## config.mk

```make
export PLATFORM = sky130hd
export DESIGN_NAME = sdm_tx
export DESIGN_NICKNAME = d
export VERILOG_FILES = /design/src/rtl/sdm_pkg.sv /design/src/rtl/sample_fifo2.sv /design/src/rtl/sdm_tx.sv
export SDC_FILE = /design/constraint.sdc
export NUM_CORES = 1
export LEC_CHECK = 0
export CORE_UTILIZATION = 37
export DETAILED_ROUTE_END_ITERATION = 10
export PLACE_DENSITY_LB_ADDON = 0.15
export SETUP_SLACK_MARGIN = 0.15
export SLEW_MARGIN = 20
export SYNTH_ARGS = -nofsm -noshare
export SYNTH_HDL_FRONTEND = slang
export SYNTH_HIERARCHICAL = 1
export SYNTH_SLANG_ARGS = --single-unit
```

## constraint.sdc

```tcl
create_clock -name Clock -period 8.68 [get_ports Clock]
set_input_delay 0.868 -clock Clock [delete_from_list [all_inputs] [get_ports Clock]]
set_output_delay 0.868 -clock Clock [all_outputs]
set_load 0.01 [all_outputs]
```

## src/rtl/sdm_pkg.sv

```systemverilog
// Shared types and constants for the second-order sigma-delta transmitter.
package sdm_pkg;

   typedef enum logic [1:0] {IDLE, PRIME, RUN} state_t;

   localparam int INT1_W    = 20;
   localparam int INT2_W    = 24;
   localparam int DECIM_DEF = 256;
   localparam int FS_DEF    = 32768;

   // Clip a 32-bit signed value into the range of a w-bit signed integer.
   function automatic logic signed [31:0] sat_w(input logic signed [31:0] v, input int w);
      logic signed [31:0] hi;
      logic signed [31:0] lo;
      hi = (32'sd1 <<< (w - 1)) - 32'sd1;
      lo = -hi - 32'sd1;
      if (v > hi) return hi;
      if (v < lo) return lo;
      return v;
   endfunction

endpackage

```

## src/rtl/sample_fifo2.sv

```systemverilog
// Two-entry sample buffer with occupancy count; writes to a full buffer are ignored.
module sample_fifo2 #(
   parameter int W = 16
) (
   input  logic         Clock,
   input  logic         Reset_n,
   input  logic         push,
   input  logic         pop,
   input  logic [W-1:0] din,
   output logic [W-1:0] dout,
   output logic [1:0]   count
);

   logic       wr_ptr_reg;
   logic       rd_ptr_reg;
   logic [1:0] count_reg;
   logic       push_ok;
   logic       pop_ok;

   assign push_ok = push && (count_reg != 2'd2);
   assign pop_ok  = pop && (count_reg != 2'd0);

   genvar gi;
   generate
      for (gi = 0; gi < 2; gi++) begin : g_entry
         logic [W-1:0] data_reg;
         always_ff @(posedge Clock or negedge Reset_n) begin
            if (!Reset_n)
               data_reg <= '0;
            else if (push_ok && (wr_ptr_reg == 1'(gi)))
               data_reg <= din;
         end
      end
   endgenerate

   always_ff @(posedge Clock or negedge Reset_n) begin
      if (!Reset_n) begin
         wr_ptr_reg <= 1'b0;
         rd_ptr_reg <= 1'b0;
         count_reg  <= 2'd0;
      end else begin
         if (push_ok) wr_ptr_reg <= ~wr_ptr_reg;
         if (pop_ok)  rd_ptr_reg <= ~rd_ptr_reg;
         case ({push_ok, pop_ok})
            2'b10:   count_reg <= count_reg + 2'd1;
            2'b01:   count_reg <= count_reg - 2'd1;
            default: count_reg <= count_reg;
         endcase
      end
   end

   assign dout  = rd_ptr_reg ? g_entry[1].data_reg : g_entry[0].data_reg;
   assign count = count_reg;

endmodule

```

## src/rtl/sdm_tx.sv

```systemverilog
// Second-order 1-bit sigma-delta modulator: each buffered PCM sample drives DECIM output bits.
module sdm_tx
   import sdm_pkg::*;
#(
   parameter int DECIM = DECIM_DEF,
   parameter int FS    = FS_DEF
) (
   input  logic               Clock,
   input  logic               Reset_n,
   input  logic               En,
   input  logic signed [15:0] Din,
   input  logic               Push,
   output logic               Stall,
   output logic               BitOut,
   output logic               FILTER,
   output logic               Underrun,
   output logic               Overflow
);

   localparam int                 PW      = $clog2(DECIM);
   localparam logic [PW-1:0]      PH_LAST = PW'(DECIM - 1);
   localparam logic [PW-1:0]      PH_PRE  = PW'(DECIM - 2);
   localparam logic signed [31:0] FB_POS  = 32'(FS);
   localparam logic signed [31:0] FB_NEG  = 32'(-FS);

   state_t                    state_reg, state_next;
   logic [PW-1:0]             phase_reg, phase_next;
   logic signed [15:0]        hold_reg, hold_next;
   logic signed [INT1_W-1:0]  int1_reg, int1_next;
   logic signed [INT2_W-1:0]  int2_reg, int2_next;
   logic                      bit_reg, bit_next;
   logic                      filter_reg, filter_next;
   logic                      underrun_reg, underrun_next;
   logic                      overflow_reg, overflow_next;

   logic                      fifo_pop;
   logic [15:0]               fifo_dout;
   logic [1:0]                fifo_count;
   logic                      fifo_full;

   logic signed [31:0]        x_ext, fb, int1_s, int2_s;

   sample_fifo2 #(.W(16)) u_fifo (
      .Clock   (Clock),
      .Reset_n (Reset_n),
      .push    (Push),
      .pop     (fifo_pop),
      .din     (Din),
      .dout    (fifo_dout),
      .count   (fifo_count)
   );

   assign fifo_full = (fifo_count == 2'd2);

   // Loop arithmetic is done at 32 bits so the sums cannot wrap before clipping.
   assign x_ext  = 32'(hold_reg);
   assign fb     = bit_reg ? FB_POS : FB_NEG;
   assign int1_s = sat_w(32'(int1_reg) + x_ext - fb, INT1_W);
   assign int2_s = sat_w(32'(int2_reg) + int1_s - fb, INT2_W);

   always_comb begin
      state_next    = state_reg;
      phase_next    = phase_reg;
      hold_next     = hold_reg;
      int1_next     = int1_reg;
      int2_next     = int2_reg;
      bit_next      = bit_reg;
      filter_next   = 1'b0;
      underrun_next = underrun_reg;
      overflow_next = overflow_reg | (Push & fifo_full);
      fifo_pop      = 1'b0;

      case (state_reg)
         IDLE: begin
            int1_next = '0;
            int2_next = '0;
            bit_next  = ~bit_reg;
            if (En) state_next = PRIME;
         end
         PRIME: begin
            if (!En) begin
               state_next = IDLE;
            end else if (fifo_count != 2'd0) begin
               fifo_pop   = 1'b1;
               hold_next  = fifo_dout;
               phase_next = '0;
               state_next = RUN;
            end
         end
         RUN: begin
            int1_next   = int1_s[INT1_W-1:0];
            int2_next   = int2_s[INT2_W-1:0];
            bit_next    = (int2_s >= 0);
            phase_next  = phase_reg + 1'b1;
            filter_next = (phase_reg == PH_PRE);
            if (phase_reg == PH_LAST) begin
               if (!En) begin
                  // Buffered samples stay queued for the next run.
                  state_next = IDLE;
                  int1_next  = '0;
                  int2_next  = '0;
               end else if (fifo_count != 2'd0) begin
                  fifo_pop  = 1'b1;
                  hold_next = fifo_dout;
               end else begin
                  underrun_next = 1'b1;
               end
            end
         end
         default: state_next = IDLE;
      endcase
   end

   always_ff @(posedge Clock or negedge Reset_n) begin
      if (!Reset_n) begin
         state_reg    <= IDLE;
         phase_reg    <= '0;
         hold_reg     <= '0;
         int1_reg     <= '0;
         int2_reg     <= '0;
         bit_reg      <= 1'b0;
         filter_reg   <= 1'b0;
         underrun_reg <= 1'b0;
         overflow_reg <= 1'b0;
      end else begin
         state_reg    <= state_next;
         phase_reg    <= phase_next;
         hold_reg     <= hold_next;
         int1_reg     <= int1_next;
         int2_reg     <= int2_next;
         bit_reg      <= bit_next;
         filter_reg   <= filter_next;
         underrun_reg <= underrun_next;
         overflow_reg <= overflow_next;
      end
   end

   assign Stall    = fifo_full;
   assign BitOut   = bit_reg;
   assign FILTER   = filter_reg;
   assign Underrun = underrun_reg;
   assign Overflow = overflow_reg;

endmodule

```

==> impl_metrics.ini, run 1 <==
[cells_and_area]
layout.cells.most_common_list = 131 x inv_1, 110 x dfrtp_1, 90 x ha_1, 82 x o21ai_0, 77 x nand2_1
post_route_insts_no_fill = 1309
final_net_count = 1115
layout_commonest_cell = inv_1
diodes = 0
fill_cells = 2430
largest_reg_flops = 32
layout-drive-gt1-share_pct = 10.3
areaGrowthSynthToFinish_pct = 9.42

[synth]
synthCells = 983
postSynth.topFlopCell = dfrtp_1
synth-async-reset-ratio_pct = 100
netlist.top_cell.by_area = dfrtp_1
synth-seq-area-share_pct = 30.5
mappedNetlistArea_mm2 = 0.00903
synth.avg_cell_area_um2 = 9.19
ys.warnings.count = 6
synth.net_count = 1113
yosys_register_bits = 110
synth.top_cell.area_share_pct = 30.5
synth_cell_types = 70
number_of_enable_flip_flop_cells_after_synthesis = 0
netlist_top_cells_area = dfrtp_1 30%, ha_1 13%, inv_1 5.5%, o21ai_0 4.6%, fa_1 4.2%

[sta]
clock-skew-final_ns = 0.0122
setup_viol = 0
setup_total_negative_slack_ns = 0
hold_viol_final = 0
max_freq_ghz = 0.126
setup_repair_after_global_routing_missed_its_margin = no
period_minus_ws_final_ns = 7.93
timing_worst_slew_pin_value_ns = 0.986
finalCritPeriodShare_pct = 91.3
max-slew-margin-rel_pct = 34.3
report.final.slew_viol_count = 0

[global_route]
wire_length_of_the_first_global_routing_pass_mm = 35.4
grt_overflow_total = 0
maximum_number_of_pins_on_one_net_before_global_route_repair = 67
vias_in_the_first_global_route = 6676
groute.usage.overall_pct = 18.2
antenna_violations_before_repair = 0

[detailed_routing]
detail_route.drc_violations = 0
routed_wl_mm = 21.3
drt-wirelength-per-cell_um = 16.3
detail-route-antenna-nets = 0
detailroute.via_count = 6821
drt_iter0_markers = 500
avgViaCountPerCell = 5.21
number_of_optimization_iterations_in_the_first_detailed_route_pass = 4

[clock_network]
clk_pin_slew_ns = 0.07
tritoncts = built
cts-root-buf = clkbuf_16
tritoncts.num_buffers = 9
clk-insertion-delay-late_ns = 0.37
maximum_buffer_depth_of_the_clock_tree = 2
cts_max_level = 3
clock_sinks = 110
cts_hold_repair.buffers = 0

[hold_path]
min_path_type = flip-flop to flip-flop
min_path_cells = 1

[worst_setup_path]
cp-start-kind = flip-flop
critical_path_required_ns = 8.93
worst-r2r-setup-slack_ns = 0.75
cp_capture_type = flip-flop
worstPathMaxFanout = 22
critical_path.most_common_cell = ha_1
reg2regPathDepth = 29
worst_path_max_delay_cell = fa_1
critical_path_arrival_ns = 8.18
critPathMaxStageDelay_ns = 0.56
timing_worst_setup_path_type = flip-flop to flip-flop

[floorplan]
die_h_um = 158
floorplan.die_area_mm2 = 0.0250
floorplan.io_pins = 25
placeableCoreArea_mm2 = 0.0237
die_x_um = 158
fp-row-count = 56
initial_core_utilization_pct = 38.1

[run_status]
status = complete, no violations

[placement]
buffer_ports.inserted = 24
gp_congestion = 0.876
placed_cells_incl_taps = 1289
place.detailed.hpwl_mm = 16.4

[job]
count_of_maximum_capacitance_violations = 0
==> repair_timing <==
item	in CTS	in global routing
setup buffers	0	3
setup endpoints to repair	0	24
endpoints found under the hold margin	0	0
resized for setup	0	9
==> critical path: cells and delay by family, from the launching register on <==
family	cells	cell delay [ns]
AND/OR/NAND/NOR	11	2.50
adder cells (fa/ha/maj)	5	2.03
AO/OA/AOI/OAI	8	1.99
buffers and inverters	5	0.73
flip-flops	1	0.53
==> kinds of logic (layout without fill, tap and decap cells) <==
group / count (synthesis) / in the layout / share of synthesized area (%)
AOI/OAI and AO/OA: 277 / 277 / 20.8
DFF: 110 / 110 / 30.5
muxes: 53 / 53 / 7.40
and+or+nand+nor: 198 / 198 / 10.7
adders and majority gates: 110 / 110 / 16.8
xor gates and xnor gates: 56 / 56 / 5.51
buffers and inverters: 179 / 186 / 8.26
==> layer usage <==
| layer | track usage, % | vias up | part of all wire (%) |
|---|---|---|---|
| met3 | 2.11 | 20 | 2.4 |
| met2 | 27.8 | 82 | 43 |
| met1 | 26.9 | 3291 | 53 |
| met4 | 4.62 | 0 | 1.3 |
| li1 | - | 3428 | - |
| met5 | 0 | - | 0 |
==> through the flow <==
stage | setup WS, ns | instance area, µm² | util, % | hold WS (ns)
2_1_floorplan | 0.558 | 9030 | - | 0.450
3_3_place_gp | 0.632 | 9510 | 40.1 | 0.439
3_5_place_dp | 0.488 | 9510 | 40.1 | 0.447
4_1_cts | 0.433 | 9820 | 41.4 | 0.465
5_1_grt | 0.198 | 9880 | 41.7 | 0.490
6_report | 0.752 | 9880 | 41.7 | 0.458
==> cells in the mapped netlist, types with 3 or more instances <==
cell      instances
a211oi_1          6
o31ai_1           5
o211ai_1          4
a21boi_0          5
dfrtp_1         110
a221o_1          23
o21bai_1          3
xnor2_1          32
nor4b_1           3
nor3_1            6
a21oi_1          48
xor2_1           23
clkbuf_1         36
nand4_1           7
nor2b_1           8
nand3_1          14
nand2_1          78
fa_1             19
o21a_1           18
nand3b_1          3
mux2_4           20
mux2i_1           3
nand2b_1         12
buf_2             3
a41oi_1           3
o21ai_0          83
mux2_2           30
ha_1             91
nor2_1           41
a22oi_1          10
a31oi_1          10
a21o_1           20
inv_1           133
and3_1            9
and4_1            3
buf_6             5
o211a_1           6
a31o_2            4
a22o_1            5
==> path summary, 6_finish.rpt <==
| check | start | to |
|---|---|---|
| worst max-delay path | BitOut | int2_reg[7] |
| worst min-delay path | Overflow | Overflow |
| worst max register to register | BitOut | int2_reg[7] |
| worst min register to register | Overflow | Overflow |
| max in group asynchronous | Reset_n | Underrun |
| min in group asynchronous | Reset_n | u_fifo/g_entry[0].data_reg[12] |
==> final cells by class <==
type | count | area [µm²] | share of cell area, %
well taps | 319 | 399 | 4.04
clock inverters | 6 | 70.1 | 0.709
repair buffers | 37 | 348 | 3.52
clock buffers | 10 | 239 | 2.42
inverters | 133 | 507 | 5.13
multi-input cells | 694 | 5570 | 56.3
flip-flops and latches | 110 | 2750 | 27.9
Power of run 1 is not shown: default switching activity piles up to over one toggle a cycle in this logic, so the estimate is an artifact.
==> inputs of run 2 (changes only) <==
--- a/config.mk
+++ b/config.mk
@@ -5,6 +5,8 @@
 export SDC_FILE = /design/constraint.sdc
 export NUM_CORES = 1
 export LEC_CHECK = 0
+export CELL_PAD_IN_SITES_DETAIL_PLACEMENT = 1
+export CELL_PAD_IN_SITES_GLOBAL_PLACEMENT = 1
 export CORE_UTILIZATION = 37
 export DETAILED_ROUTE_END_ITERATION = 10
 export PLACE_DENSITY_LB_ADDON = 0.15
==> impl_metrics.ini, run 2 (synthesis results as in run 1) <==
[run_status]
status = complete, no violations

[worst_setup_path]
critPathMaxStageDelay_ns = 0.55
critical_path_arrival_ns = 8.36
worst_path_max_delay_cell = fa_1
timing.rr.end = int2_reg[17]
reg2regPathDepth = 31
worstPathMaxFanout = 13
worst-r2r-setup-slack_ns = 0.62
cp_capture_type = flip-flop
timing_worst_setup_path_type = flip-flop to flip-flop
critical_path_required_ns = 8.98
reg2reg_from = BitOut
cp-start-kind = flip-flop
critical_path.most_common_cell = ha_1

[global_route]
antenna_violations_before_repair = 0
maximum_number_of_pins_on_one_net_before_global_route_repair = 62
vias_in_the_first_global_route = 7197
grt_overflow_total = 0
groute.usage.overall_pct = 19.5
wire_length_of_the_first_global_routing_pass_mm = 37.8

[sta]
timing.hold.ws_ns = 0.467
max-slew-margin-rel_pct = 35.5
max_freq_ghz = 0.124
finalCritPeriodShare_pct = 92.9
setup_viol = 0
period_minus_ws_final_ns = 8.06
clock-skew-final_ns = 0.0122
timing_worst_slew_pin_value_ns = 0.968
report.final.slew_viol_count = 0
hold_viol_final = 0
setup_total_negative_slack_ns = 0
setup_repair_after_global_routing_missed_its_margin = no

[placement]
buffer_ports.inserted = 24
place.detailed.hpwl_mm = 18.1
gp_congestion = 0.838

[cells_and_area]
layout.cells.most_common_list = 132 x inv_1, 110 x dfrtp_1, 90 x ha_1, 79 x o21ai_0, 78 x nand2_1
seqCellArea_mm2 = 0.00275
layout-drive-gt1-share_pct = 10.2
layout_commonest_cell = inv_1
diodes = 0
largest_reg_flops = 32
areaGrowthSynthToFinish_pct = 9.49
multiInputGateArea_mm2 = 0.00557
post_layout_utilization_of_the_core_pct = 41.8
final_net_count = 1116
fill_cells = 2805

[hold_path]
min_path_cells = 1
min_path_type = flip-flop to flip-flop
worst_hold_path.endpoint = Overflow
worst_hold_startpoint = Overflow

[floorplan]
floorplan.io_pins = 25
die_x_um = 158
floorplan.die_area_mm2 = 0.0250
placeableCoreArea_mm2 = 0.0237
initial_core_utilization_pct = 38.1
die_h_um = 158
fp-row-count = 56

[detailed_routing]
drt-wirelength-per-cell_um = 17.5
detail_route.drc_violations = 0
routed_wl_mm = 22.9
avgViaCountPerCell = 5.22
detail-route-antenna-nets = 0
drt_iter0_markers = 270
number_of_optimization_iterations_in_the_first_detailed_route_pass = 4
detailroute.via_count = 6842

[clock_network]
tritoncts.num_buffers = 9
maximum_buffer_depth_of_the_clock_tree = 2
cts-root-buf = clkbuf_16
clk-insertion-delay-late_ns = 0.36
clock_sinks = 110
cts_max_level = 3
tritoncts = built
clk_pin_slew_ns = 0.08

[job]
count_of_maximum_capacitance_violations = 0
==> run 2: layout make-up <==
class                           count  area share (%)
Multi-Input combinational cell    694            56.3
Sequential cell                   110            27.8
Inverter                          133            5.09
Tap cell                          319            4.04
Timing Repair Buffer               38            3.59
Clock buffer                        9            2.28
Clock inverter                      7           0.873
==> run 2: worst max-delay path by stage <==
stage                start      endpoint  slack [ns]  depth (start not counted)
detailed placement  BitOut  int2_reg[15]        0.05                         30
floorplan           BitOut   int2_reg[3]        0.56                         32
finish              BitOut  int2_reg[17]        0.62                         31
global placement    BitOut  int2_reg[22]        0.18                         30
CTS                 BitOut  int2_reg[11]        0.21                         30
global route        BitOut  int2_reg[11]        0.13                         31
==> run 2: per-layer routing <==
| metal | wire, µm | vias up | global-route usage (%) |
|---|---|---|---|
| li1 | - | 3440 | - |
| met1 | 11500 | 3324 | 27.1 |
| met2 | 10600 | 64 | 32.4 |
| met3 | 510 | 14 | 2.22 |
| met4 | 204 | 0 | 4.08 |
| met5 | 0 | - | 0 |
==> run 2: worst max-delay path, delay by kind of cell (launching register included) <==
family / cells / cell delay, ns
AND/OR/NAND/NOR: 10 / 2.49
adder cells (fa/ha/maj): 6 / 2.19
buffers and inverters: 7 / 0.97
AO/OA/AOI/OAI: 8 / 1.87
flip-flops: 1 / 0.49
==> run 2: repair_timing <==
action | CTS | global route
gates resized for setup | 1 | 8
setup endpoints to repair | 13 | 23
buffers inserted | 0 | 2
endpoints found under the hold margin | 0 | 0
hold buffers | 0 | 0
==> run 2: stage by stage <==
stage                     cell area, µm²  instances  setup slack [ns]
after floorplan                     9030        983             0.558
after global placement              9520       1291             0.183
after detailed placement            9540       1292            0.0510
after CTS                           9860       1308             0.214
after global routing                9890       1310             0.132
final                               9890       1310             0.615
Power of run 2 is left out for the same reason.
==> inputs of run 3 (changes only) <==
--- a/config.mk
+++ b/config.mk
@@ -5,6 +5,7 @@
 export SDC_FILE = /design/constraint.sdc
 export NUM_CORES = 1
 export LEC_CHECK = 0
+export CAP_MARGIN = 30
 export CELL_PAD_IN_SITES_DETAIL_PLACEMENT = 1
 export CELL_PAD_IN_SITES_GLOBAL_PLACEMENT = 1
 export CORE_UTILIZATION = 37
==> impl_metrics.ini, run 3 (synthesis results as in run 1) <==
[worst_setup_path]
worstPathMaxFanout = 13
cp-start-kind = flip-flop
worst_setup_path_startpoint = BitOut
worst_path_max_delay_cell = fa_1
crit_path_end = int2_reg[17]
critical_path.most_common_cell = ha_1
critical_path_required_ns = 8.98
critPathMaxStageDelay_ns = 0.55
timing.rr.end = int2_reg[17]
cp_capture_type = flip-flop
worst-r2r-setup-slack_ns = 0.62
path_depth = 31
top_cell_family_by_delay_on_the_critical_path = simple AND/OR/NAND/NOR gates
critPathBufInv = 7
reg2reg_from = BitOut
timing_worst_setup_path_type = flip-flop to flip-flop
reg2regPathDepth = 31
critical_path_arrival_ns = 8.36

[global_route]
grt_overflow_total = 0
maximum_number_of_pins_on_one_net_before_global_route_repair = 62
wire_length_of_the_first_global_routing_pass_mm = 37.8
groute.usage.overall_pct = 19.5
vias_in_the_first_global_route = 7197
gr-usage-met3_pct = 2.22
routing_usage_on_met1_pct = 27.1
antenna_violations_before_repair = 0
globalRoute.busiestLayer = met2
groute.layer.met2.usage_pct = 32.4

[cells_and_area]
final_net_count = 1117
diodes = 0
layout_commonest_cell = inv_1
layout.cells.most_common_list = 132 x inv_1, 110 x dfrtp_1, 90 x ha_1, 79 x o21ai_0, 78 x nand2_1
layout-drive-gt1-share_pct = 10.3
largest_reg_flops = 32
areaGrowthSynthToFinish_pct = 9.66

[detailed_routing]
drt-wirelength-per-cell_um = 17.5
avgViaCountPerCell = 5.23
detailroute.via_count = 6852
drt_iter0_markers = 281
routed_wl_mm = 22.9
detail_route.drc_violations = 0
number_of_optimization_iterations_in_the_first_detailed_route_pass = 4
detail-route-antenna-nets = 0

[clock_network]
cts-root-buf = clkbuf_16
cts_hold_repair.buffers = 0
maximum_buffer_depth_of_the_clock_tree = 2
tritoncts = built
clk_pin_slew_ns = 0.08
clk-insertion-delay-late_ns = 0.36
cts_max_level = 3
tritoncts.num_buffers = 9
clock_sinks = 110

[sta]
hold_viol_final = 0
timing_worst_slew_pin_value_ns = 0.905
period_minus_ws_final_ns = 8.06
clock-skew-final_ns = 0.0124
max-slew-margin-rel_pct = 39.4
setup_repair_after_global_routing_missed_its_margin = no
finalCritPeriodShare_pct = 92.9
report.final.slew_viol_count = 0
setup_total_negative_slack_ns = 0
max_freq_ghz = 0.124
setup_viol = 0

[run_status]
status = complete, no violations

[job]
count_of_maximum_capacitance_violations = 0

[floorplan]
die_h_um = 158
floorplan.io_pins = 25
fp-row-count = 56
initial_core_utilization_pct = 38.1
die_x_um = 158
floorplan.die_area_mm2 = 0.0250
placeableCoreArea_mm2 = 0.0237

[placement]
place.detailed.hpwl_mm = 18.1
buffer_ports.inserted = 24
gp_congestion = 0.838

[hold_path]
min_path_type = flip-flop to flip-flop
[run 3: how the worst min path moves through the flow]
stage	start	end	slack, ns	cells past startpoint
finish	Overflow	Overflow	0.47	1
global route	Overflow	Overflow	0.50	1
detailed placement	Overflow	Overflow	0.45	1
CTS	Overflow	Overflow	0.47	1
floorplan	int1_reg[10]	int1_reg[10]	0.45	2
global placement	Overflow	Overflow	0.44	1
[run 3: layout make-up]
class                           instances  area [µm²]
Tap cell                              319         399
Clock inverter                          7        86.3
Timing Repair Buffer                   39         370
Multi-Input combinational cell        694        5570
Fill cell                            2805       13800
Sequential cell                       110        2750
Inverter                              133         503
Clock buffer                            9         225
[run 3: worst reg2reg max path, delay by kind of cell, from the launching register on]
family | cells | cell delay, ns
simple gates | 10 | 2.50
fa+ha+maj | 6 | 2.19
compound gates | 8 | 1.88
buf+inv | 7 | 0.97
flops | 1 | 0.49
[run 3: metrics by stage]
stage | hold WS (ns) | cell area, µm² | utilization, % | cells | worst slack (ns)
after detailed placement | 0.452 | 9540 | 40.3 | 1292 | 0.0510
after CTS | 0.471 | 9860 | 41.6 | 1308 | 0.214
after global placement | 0.440 | 9520 | 40.2 | 1291 | 0.183
final | 0.467 | 9900 | 41.8 | 1311 | 0.616
after global routing | 0.496 | 9900 | 41.8 | 1311 | 0.132
after floorplan | 0.450 | 9030 | - | 983 | 0.558
[run 3: metal layers]
| layer | vias up | wire (µm) |
|---|---|---|
| li1 | 3441 | - |
| met3 | 14 | 546 |
| met1 | 3329 | 11500 |
| met2 | 68 | 10600 |
| met5 | - | 0 |
| met4 | 0 | 205 |
[run 3: what timing repair did]
| item | CTS | global route |
|---|---|---|
| buffers inserted | 0 | 2 |
| endpoints found under the setup margin | 13 | 23 |
| gates resized for setup | 1 | 8 |
Power of run 3 is left out for the same reason.
==> RTL edit 1, RTL diff (flow settings as in run 3) <==
The 3 states of `state_t` get a one-hot encoding in 3 bits.
--- a/src/rtl/sdm_pkg.sv
+++ b/src/rtl/sdm_pkg.sv
@@ -3,3 +3,3 @@
 
-   typedef enum logic [1:0] {IDLE, PRIME, RUN} state_t;
+   typedef enum logic [2:0] {IDLE = 3'b001, PRIME = 3'b010, RUN = 3'b100} state_t;
 
Formal check against the unedited RTL: no difference found for any inputs over 4 cycles, from zero or initial values and one cycle with Reset_n low; so few cycles prove little.
==> RTL edit 1 against run 3 <==
Setup slack gained 0.26 ns. Sequential cell count grew 1. Largest cell class unchanged. Die area grew 1.6%. Global-route usage shrank 0.25 points. Cell area grew 0.64%. Routed wire length grew 0.40%. Area after synthesis grew 1.6%.
Power is left out: the tool's default activity adds up to more than one toggle a clock period on the data nets, which glitch-free logic cannot reach.
==> RTL edit 1: results (changes against run 3) <==
Status
  • Status: finished clean

Hold path
  • Hold Path End: Overflow$_DFF_PN0_
  • Worst hold-check path type: reg2reg
  • Hold_sp: Overflow$_DFF_PN0_
  • Hold-critical path depth: 1 (unchanged)

Global route
  • Vias in the first global route: 7,360 (+2.3%)
  • GRT Total Usage: 0.1925 (-0.002495)
  • Largest net degree at the start of global routing: 66 (+6.5%)
  • First-pass GRT wire length: 39,460 µm (+4.3%)
  • Initial antenna violation count: 0 (unchanged)

Worst setup path
  • Crit Path Class: reg2reg
  • CP arrival: 8.04 ns (-0.32 ns)
  • WP depth: 28 (-9.7%)
  • Slack of the worst reg-to-reg path: 0.88 ns (+0.26 ns)
  • Worst r2r dst: int2_reg[22]$_DFFE_PN0P_
  • Worst setup path startpoint: BitOut$_DFFE_PN0P_
  • Critical Path End: int2_reg[22]$_DFFE_PN0P_
  • Crit path largest cell delay: 0.59 ns (+0.04 ns)
  • Worst-path maximum fanout: 21 (+8)
  • CP max-delay cell: fa_1
  • Crit path max-delay family: adder cells

Cells and area
  • Max FFs per register: 32 (unchanged)
  • Share of cells above drive strength 1: 0.1094 (+0.006537)
  • N_diodes: 0 (unchanged)

Synthesis
  • Synth top cells by count: 136 x inv_1, 110 x dfrtp_1, 89 x nand2_1
  • Ys flop type: dfrtp_1
  • Async set-or-reset flop fraction in the synthesized netlist: 1.000 (unchanged)
  • Post-synth EDFFs: 0 (unchanged)
  • Syn. warnings: 6 (unchanged)
  • Seq/Total Area, Yosys: 0.3029 (-0.001874)
  • Synth unique cells: 88 (+26%)
  • Largest cells by area after synthesis: dfrtp_1 30%, ha_1 12%, inv_1 5.6%, fa_1 4.1%, o21ai_0 4.0%
  • Post-Synthesis Net Count: 1,128 (+1.3%)

Placed design
  • Final HPWL DP: 18,230 µm (+0.55%)
  • PortBufs: 24 (unchanged)
  • Placer Congestion: 0.8474 (+1.1%)

Drt
  • Initial DRC count: 412 (+47%)
  • Drt wl/cell: 17.19 µm (-1.7%)
  • Vias: 6,936 (+1.2%)
  • First-pass DRT Iterations: 6 (+2)

Clocking
  • CTS H-tree lvls: 3 (unchanged)
  • Root Driver: clkbuf_16
  • Clock-pin transition on the worst setup and hold timing paths: 0.08 ns (about the same)
  • Clock Latency Late Sink: 0.36 ns (about the same)
  • Max Root-Sink Buffers: 2 (unchanged)
  • CTS buffer count: 9 (unchanged)

Timing
  • Clk_skew: 0.009920 ns (-0.002474 ns)
  • Slew headroom: 0.3552 (-0.03919)
  • Pins over their slew limit: 0 (unchanged)
==> RTL edit 1: changes by cell type after synthesis, moves of 5 or more <==
cell      change
a22oi_1       -9
o21ai_0      -10
a21oi_1      +19
a21o_1        -8
and3_1        -5
nand2_1      +11
o21a_1        -6
nor2_1       +22
clkbuf_1     -20
==> RTL edit 1: kinds of logic (layout without fill, tap and decap cells) <==
logic type,after synthesis,after routing,synth area share
AOI/OAI and AO/OA,266,266,0.2010
xor gates and xnor gates,54,54,0.05564
adders and majority gates,107,107,0.1615
buffers and inverters,172,186,0.08278
DFF,111,111,0.3029
muxes,51,51,0.07037
and+or+nand+nor,240,240,0.1259
==> RTL edit 1: final cells by class <==
| type | count | area (µm²) |
|---|---|---|
| Clock inverter | 7 | 62.56 |
| Inverter | 137 | 514.2 |
| Sequential cell | 111 | 2779 |
| Clock buffer | 9 | 225.2 |
| Tap cell | 324 | 405.4 |
| Timing Repair Buffer | 33 | 321.6 |
| Fill cell | 2791 | 14350 |
| Multi-Input combinational cell | 718 | 5660 |
==> RTL edit 1: per-stage QoR <==
step                  util  setup slack, ns  hold WS (ns)  instance area (µm²)  cells
global placement    0.3963           0.9165        0.4395                 9637   1321
floorplan                -           0.6090        0.4498                 9175   1001
detailed placement  0.3967           0.8158        0.4482                 9648   1322
CTS                 0.4086           0.7766        0.4676                 9936   1338
global route        0.4099           0.1690        0.4996                 9968   1339
finish              0.4099           0.8762        0.4647                 9968   1339
==> RTL edit 1: what timing repair did <==
item	in CTS	in global routing
setup endpoints to repair	0	1
gates resized for setup	0	1
setup buffers	0	0
==> RTL edit 1: per-layer routing <==
layer  global-route usage  vias up  part of all wire
met3              0.01771       19             0.015
met4              0.04983        0             0.013
li1                     -     3494                 -
met2               0.3025       57              0.45
met1               0.2818     3366              0.52
met5                    0        -                 0
==> RTL edit 2, RTL diff (settings of run 3) <==
Made on the original files. `DECIM_DEF`: 256 -> 512.
--- a/src/rtl/sdm_pkg.sv
+++ b/src/rtl/sdm_pkg.sv
@@ -7,3 +7,3 @@
    localparam int INT2_W    = 24;
-   localparam int DECIM_DEF = 256;
+   localparam int DECIM_DEF = 512;
    localparam int FS_DEF    = 32768;
Function: no difference found for any inputs over 4 cycles, from zero or initial values and one cycle with Reset_n low; that may be too few to reach the edited logic, so the function may still have changed.
==> RTL edit 2 against run 3 <==
Largest cell class unchanged. Routed wire length fell by 0.48%. Setup slack improved by 0.054 ns. Via count rose by 4.3%. Sequential share of layout area fell by 0.24 points. Global-route usage fell by 0.46 points. Area after synthesis rose by 2.6%. Cell area rose by 1.8%. Critical path type unchanged. Synthesized cell count rose by 4.9%. Core utilization fell by 0.61 points. Sequential cell count rose by 1.
Power is left out: the tool's default activity adds up to more than one toggle a clock period on the data nets, which glitch-free logic cannot reach.
==> RTL edit 2: results (changes against run 3) <==
Clocking
  • Post-cts sizing count: 0 (-1)
  • Max Root-Sink Buffers: 2 (unchanged)
  • CTS H-tree lvls: 3 (unchanged)
  • Clock-pin transition on the worst setup and hold timing paths: 0.08 ns (about the same)
  • Postcts setup bufs: 0 (unchanged)
  • Clock Latency Late Sink: 0.37 ns
  • Root Driver: clkbuf_16

Cells and area
  • Non-clk bufs: 35 (-10%)
  • Fill count: 2,846 (+1.5%)
  • Register area: 2778 µm² (+0.91%)
  • Inverters: 136 (+2.3%)
  • Share of cells above drive strength 1: 0.1038 (+0.001024)
  • Final-stage net count: 1,166 (+4.4%)
  • Fraction of area in multi-input gates: 0.5712 (+0.009029)
  • NonClk Buf Share: 0.03289 (-0.004502)
  • Clock-cell share: 0.02954 (-0.001916)
  • Multi-input comb cells: 742 (+6.9%)

Synthesis
  • Synth unique cells: 75 (+7.1%)
  • Ys flop type: dfrtp_1
  • Synth top cells by count: 136 x inv_1, 111 x dfrtp_1, 92 x ha_1
  • Async set-or-reset flop fraction in the synthesized netlist: 1.000 (unchanged)
  • Syn. warnings: 6 (unchanged)
  • Synth area leader: dfrtp_1
  • Flops & latches, synth: 111 (+0.91%)
  • Largest cells by area after synthesis: dfrtp_1 30%, ha_1 12%, inv_1 5.5%, o21ai_0 4.4%, fa_1 4.1%
  • Seq/Total Area, Yosys: 0.2997 (-0.005035)

Placed design
  • Placer Congestion: 0.8309 (-0.86%)
  • Final HPWL DP: 17,630 µm (-2.8%)
  • PortBufs: 24 (unchanged)

Global route
  • First-pass GRT wire length: 39,780 µm (+5.2%)
  • Vias in the first global route: 7,576 (+5.3%)
  • GRT Total Usage: 0.1903 (-0.004609)
  • Largest net degree at the start of global routing: 61 (-1.6%)

Worst setup path
  • Critical Path End Type: flip-flop
  • Crit path max-delay family: compound AO/OA/AOI/OAI gates
  • Worst Reg-to-Reg Cells: 30 (-3.2%)
  • Slack of the worst reg-to-reg path: 0.67 ns (+0.05 ns)
  • CP max-delay cell: fa_1
  • CP arrival: 8.30 ns (-0.06 ns)
  • Worst setup path startpoint: BitOut$_DFFE_PN0P_
  • Worst-path maximum fanout: 19 (+6)
  • Worst r2r dst: int2_reg[4]$_DFFE_PN0P_
  • Crit path largest cell delay: 0.59 ns (+0.04 ns)

Drt
  • Final WL: 22,810 µm (-0.48%)
  • First-pass DRT Iterations: 6 (+2)
  • Initial DRC count: 402 (+43%)
  • Via-to-Cell Ratio: 5.238 (+0.21%)

Hold path
  • Hold_sp: Overflow$_DFF_PN0_
  • Hold-critical path depth: 1 (unchanged)
  • Hold Path End: Overflow$_DFF_PN0_

Timing
  • Worst Tran Pin Value: 0.7723 ns (-0.1331 ns)
  • Clk_skew: 0.01281 ns (+0.0004178 ns)

Status
  • Status: finished clean
==> RTL edit 2: changes by cell type after synthesis, moves of 4 or more <==
| cell | delta |
|---|---|
| a221o_1 | -23 |
| o21ai_1 | +18 |
| nor2_1 | +12 |
| o21a_1 | +12 |
| clkbuf_1 | -9 |
| nand2_1 | +9 |
| o211ai_1 | +7 |
| xnor2_1 | -7 |
| a22oi_1 | +5 |
| nor3_1 | +5 |
| o221ai_1 | +5 |
| a21o_1 | -4 |
| o211a_1 | -4 |
==> RTL edit 2: worst reg2reg max path: cells and delay by family (launching register included) <==
kind / cells / cell delay [ns]
fa+ha+maj: 6 / 2.61
compound gates: 13 / 2.71
xor+xnor: 1 / 0.44
simple gates: 4 / 0.92
flops: 1 / 0.36
buf+inv: 5 / 0.65
mux: 1 / 0.28
==> RTL edit 2: through the flow <==
step / hold slack [ns] / util / instances / cell area (µm²) / setup slack (ns)
after floorplan: 0.4498 / - / 1031 / 9268 / 0.2159
after global placement: 0.4371 / 0.3986 / 1347 / 9751 / 0.6565
after detailed placement: 0.4517 / 0.3986 / 1347 / 9751 / 0.5292
after CTS: 0.4694 / 0.4108 / 1363 / 10050 / 0.5121
after global routing: 0.4887 / 0.4121 / 1364 / 10080 / 0.1706
final: 0.4638 / 0.4121 / 1364 / 10080 / 0.6706
==> RTL edit 2: kinds of logic (layout without fill, tap and decap cells) <==
kind of cell	Yosys count	count (layout)	share of synthesized area
mux	56	56	0.07561
flops	111	111	0.2997
fa+ha+maj	111	111	0.1652
xor+xnor	50	50	0.04887
compound gates	287	287	0.2022
buf+inv	178	187	0.08208
simple gates	238	238	0.1262
==> RTL edit 2: per-layer routing <==
metal	global-route usage	wire length (µm)
met2	0.3014	10150
met4	0.04589	221
met3	0.01558	351
met1	0.2791	12090
met5	0	0
